==> config.mk <==
export PLATFORM = sky130hd
export DESIGN_NAME = pri_irq_ctrl_4_flat
export DESIGN_NICKNAME = d
export VERILOG_FILES = /design/src/rtl/pri_irq_ctrl_4_if.sv /design/src/rtl/pri_irq_ctrl_4.sv /design/src/flat_wrapper.sv
export SDC_FILE = /design/constraint.sdc
export NUM_CORES = 1
export LEC_CHECK = 0
export CAP_MARGIN = 20
export CORE_AREA = 2 2 39 41
export CTS_BUF_LIST = sky130_fd_sc_hd__clkbuf_2 sky130_fd_sc_hd__clkbuf_4 sky130_fd_sc_hd__clkbuf_8
export CTS_CLUSTER_DIAMETER = 200
export DETAILED_ROUTE_END_ITERATION = 16
export DIE_AREA = 0 0 41 43
export GPL_TIMING_DRIVEN = 0
export PLACE_DENSITY = 0.79
export SETUP_SLACK_MARGIN = 0.15
export SLEW_MARGIN = 30
export SYNTH_ARGS = -nofsm -noshare
export SYNTH_HDL_FRONTEND = slang
export SYNTH_SLANG_ARGS = --single-unit
==> constraint.sdc <==
create_clock -name clk -period 0.99 [get_ports clk]
set_input_delay 0.297 -clock clk [delete_from_list [all_inputs] [get_ports clk]]
set_output_delay 0.297 -clock clk [all_outputs]
set_load 0.01 [all_outputs]
==> src/rtl/pri_irq_ctrl_4_if.sv <==
// Request/presentation bundle between interrupt sources, the controller and its consumer.
interface pri_irq_ctrl_4_if;
    logic [3:0] req;
    logic [3:0] mask;
    logic       ack;
    logic [1:0] out;
    logic       valid;
    logic       ovf;

    modport master (output req, mask, ack, input out, valid, ovf);
    modport slave  (input req, mask, ack, output out, valid, ovf);
endinterface

==> src/rtl/pri_irq_ctrl_4.sv <==
// 4-line fixed-priority interrupt controller: captures request events into pending,
// presents the highest eligible index and holds it until acknowledged.
module pri_irq_ctrl_4 #(
    parameter bit EDGE = 1'b1
) (
    input  logic             clk,
    input  logic             rst,
    pri_irq_ctrl_4_if.slave  bus
);
    typedef enum logic {IDLE, PRESENT} state_t;

    state_t     state, state_nxt;
    logic [3:0] req_d;
    logic [3:0] pending, pending_nxt;
    logic [3:0] evt, clr, eligible;
    logic [1:0] out_q, out_nxt;
    logic       ovf_q, lost;

    assign evt      = EDGE ? (bus.req & ~req_d) : bus.req;
    assign eligible = pending & ~bus.mask;

    // Only an accepted presentation clears; set wins over clear on the same bit.
    always_comb begin
        clr = 4'b0000;
        if (state == PRESENT && bus.ack)
            clr[out_q] = 1'b1;
    end

    assign pending_nxt = (pending & ~clr) | evt;
    // A held level re-asserts every cycle by design, so loss is only meaningful in edge mode.
    assign lost        = EDGE && ((evt & pending & ~clr) != 4'b0000);

    always_comb begin
        state_nxt = state;
        out_nxt   = out_q;
        case (state)
            IDLE: begin
                if (eligible != 4'b0000) begin
                    state_nxt = PRESENT;
                    for (int i = 0; i < 4; i++)
                        if (eligible[i])
                            out_nxt = 2'(i);
                end
            end
            PRESENT: begin
                if (bus.ack)
                    state_nxt = IDLE;
            end
            default: state_nxt = IDLE;
        endcase
    end

    always_ff @(posedge clk) begin
        if (rst) begin
            state   <= IDLE;
            req_d   <= 4'b0000;
            pending <= 4'b0000;
            out_q   <= 2'b00;
            ovf_q   <= 1'b0;
        end else begin
            state   <= state_nxt;
            req_d   <= bus.req;
            pending <= pending_nxt;
            out_q   <= out_nxt;
            if (lost)
                ovf_q <= 1'b1;
        end
    end

    assign bus.out   = out_q;
    assign bus.valid = (state == PRESENT);
    assign bus.ovf   = ovf_q;
endmodule
==> src/flat_wrapper.sv <==
// flat-port wrapper written by rule: the top's interface ports become plain ports
module pri_irq_ctrl_4_flat 
#(
    parameter bit EDGE = 1'b1
)
  (clk, rst, bus_req, bus_mask, bus_ack, bus_out, bus_valid, bus_ovf);
  pri_irq_ctrl_4_if bus_i ();
  input  logic clk;
  input  logic rst;
  input wire logic [$bits(bus_i.req)-1:0] bus_req;
  input wire logic [$bits(bus_i.mask)-1:0] bus_mask;
  input wire logic [$bits(bus_i.ack)-1:0] bus_ack;
  output wire logic [$bits(bus_i.out)-1:0] bus_out;
  output wire logic [$bits(bus_i.valid)-1:0] bus_valid;
  output wire logic [$bits(bus_i.ovf)-1:0] bus_ovf;
  assign bus_i.req = bus_req;
  assign bus_i.mask = bus_mask;
  assign bus_i.ack = bus_ack;
  assign bus_out = bus_i.out;
  assign bus_valid = bus_i.valid;
  assign bus_ovf = bus_i.ovf;
  pri_irq_ctrl_4 #(.EDGE(EDGE)) u_core (.clk(clk), .rst(rst), .bus(bus_i));
endmodule
==> results by group <==
Synth
  – Syn nets: 66
  – EDFF count, synth: 0
  – Async SR Flop Fraction: 0
  – Mapped Avg Cell Area: approximately 9.5 sq um
  – Seq/Total Area, Yosys: 0.4593
  – Post-synth top area cell: dfxtp_1
  – Ys Warns: 0
  – Post-Syn Instances: 55
  – Synth cell types: 22
  – Most common cell in the netlist: dfxtp_1
  – Yosys top cell area share: 0.4593
  – Flops & latches, synth: 12
  – Most used DFF post-synth: dfxtp_1
  – Synth area leaders: dfxtp_1 46%, nand2b_1 8.4%, nor2b_1 7.2%, a21oi_1 5.7%, nor2_1 3.6%
  – Synth top cells by count: 12 x dfxtp_1, 7 x nand2b_1, 6 x a21oi_1, 6 x nor2b_1, 5 x nor2_1
  – Post-synthesis cell area: 523.0 sq um

Power and ir drop
  – Worst VDD drop: 0.0008243 V
  – Leak Pwr: between 0.0003 and 0.0004 uW
  – Pwr Density: ~1500 nW/um^2

Layout
  – Final Util: 0.6302
  – Multi-input gate area: 336.6 sq um
  – NumNets Final: 94
  – Fill cells: 130
  – Number of diodes: 0
  – Register area: 256.5 sq um
  – Layout cell share with drive strength beyond 1: 0.5000
  – P&R area growth vs syn: 66.75%

Clock network
  – CTS tree: done
  – Later-pin clock latency in the skew report: 0.28 ns
  – Num CTS Buffers: 3
  – CTS Buffer Depth: 2
  – Clock root buffer master: clkbuf_4
  – H-Tree Depth: 1
  – Clock-pin slew on the worst setup and hold paths: about 0.08 ns
  – Clock sink count: 12
  – CTS Hold Bufs: 0

Routing
  – Final wirelength: 1.297 mm
  – DR DRC count: 0
  – Pre-Repair DR Iteration Count: 3
  – WL/cell: 13.23 microns
  – Routed Antenna Nets: 0
  – Vias/cell: about 5.1
  – Vias: 499
  – Initial DRC Count: 8

Flow run
  – Total of max-cap violations: 0

STA
  – Final TNS setup: -0.4348 ns
  – Hold slack: 0.3828 ns
  – Fmax: roughly 910 MHz
  – Slew headroom: 0.8642
  – # setup viols final: 7
  – Worst-margin pin slew: 0.2025 ns
  – RSZ-0062 raised after global routing: yes
  – Fin crit share: 1.105
  – Setup ws final: -0.1037 ns
  – Final hold vios: 0
  – Period minus WS final: 1.094 ns
  – Clock skew: around 0.0042 ns
  – Count of pins over their slew limit: 0

Placement
  – Pre-CTS WS: -0.5656 ns
  – IO buf count: 14
  – Global placement routability congestion: 0.6956
  – Dpl hpwl: 750.3 microns

Setup path
  – Worst EP arrival: 1.26 ns
  – CP max stage cell: dfxtp_2
  – Cells along the critical path: buf_6, nand4b_1, a22o_2, o21ai_2, a31oi_1
  – Worst Path Required: 1.16 ns
  – Crit start category: register
  – Max stage delay on crit path: 0.34 ns
  – Setup crit end kind: register
  – Setup Crit Path Kind: reg2reg
  – Crit Path Max Fanout: 5

Floorplanning
  – Initial Utilization: 0.3779
  – DIE HEIGHT: 43 microns
  – Row cnt: 14
  – Die X: 41 microns
  – IO Count: 15
  – Core Region: between 1000 and 1500 sq um
  – Die area: 1763 sq um

Global routing
  – First-pass GRT wire length: about 2.0 mm
  – Initial antenna violation count: 0
  – Remaining global-route overflow: 0
  – Vias in the first global route: 479
  – Largest net degree at the start of global routing: 8
  – All-Layer GR Usage: 0.1741

Run status
  – Status: complete, but fails checks
  – Failing checks: negative setup slack

Hold path
  – Worst min path class: in2reg
metal layers:
metal	up-vias	global-route usage	wire length, microns
met5	-	0	0
met4	0	0.08000	23
met3	4	0.03141	53
met2	12	0.2844	672
met1	233	0.2079	547
li1	250	-	-
worst paths after layout:
| kind | from | to | slack [ns] | depth (start not counted) |
|---|---|---|---|---|
| worst min-delay path | rst | u_core.req_d[0] | 0.38 | 2 |
| worst max register to register | u_core.bus.valid | u_core.bus.ovf | -0.10 | 5 |
| worst max-delay path | u_core.bus.valid | u_core.bus.ovf | -0.10 | 5 |
| worst min register to register | u_core.pending[2] | u_core.pending[2] | 0.50 | 2 |
cell type report:
cell class                      instances  area share
Buffer                                  2     0.02869
Multi-Input combinational cell         41      0.3859
Clock buffer                            4     0.04161
Sequential cell                        12      0.2941
Timing Repair Buffer                   23      0.2267
Tap cell                               16     0.02296
report_power, final:
group | internal, uW | leakage [uW] | switching, uW
clock network | 224 | 0.0000210 | 172
logic | 179 | 0.000246 | 119
registers | 529 | 0.000103 | 45.8
total | 931 | 0.000370 | 337
registers in the layout, summed over array words and instances, names as in the netlist:
register,count
u_core.bus.ovf,1
u_core.pending,4
u_core.bus.out,2
u_core.bus.valid,1
u_core.req_d,4
kinds of logic after synthesis:
logic type,synth area share
buffers and inverters,0.02870
and+or+nand+nor,0.2943
DFF,0.4593
AOI/OAI and AO/OA,0.2177
critical path: cells and delay by family (launching register included):
| kind | cells | cell delay (ns) |
|---|---|---|
| compound gates | 3 | 0.40 |
| flops | 1 | 0.34 |
| buf+inv | 1 | 0.11 |
| simple gates | 1 | 0.14 |
repair_timing:
action                                 in CTS  in global routing
pin swaps                                  11                  2
setup endpoints to repair                  14                 12
buffers inserted                            7                  1
endpoints found under the hold margin       0                  0
cloned                                      1                  0
resized for setup                          46                  3
metrics by stage:
stage | std cells | power, uW | area [sq um]
final | 98 | 1268 | 872.1
after global routing | 98 | 1319 | 872.1
after CTS | 97 | 1236 | 848.3
after detailed placement | 85 | 808.7 | 708.2
after global placement | 85 | 802.6 | 708.2
after floorplan | 55 | 704.5 | 548.0
layout by cell type, fill, tap and decap left out, types with 3 or more instances in the layout:
| cell type | netlist | layout |
|---|---|---|
| dfxtp_1 | 12 | 5 |
| nand2b_4 | 1 | 5 |
| dfxtp_2 | 0 | 4 |
| nor2b_1 | 6 | 5 |
| dlygate4sd2_1 | 0 | 8 |
| nor2_1 | 5 | 5 |
| buf_4 | 0 | 6 |
| a21oi_1 | 6 | 4 |
| clkbuf_4 | 0 | 4 |
| nand2b_1 | 7 | 3 |
| buf_6 | 1 | 5 |
| dfxtp_4 | 0 | 3 |
Power figures use the tool's default switching activity.
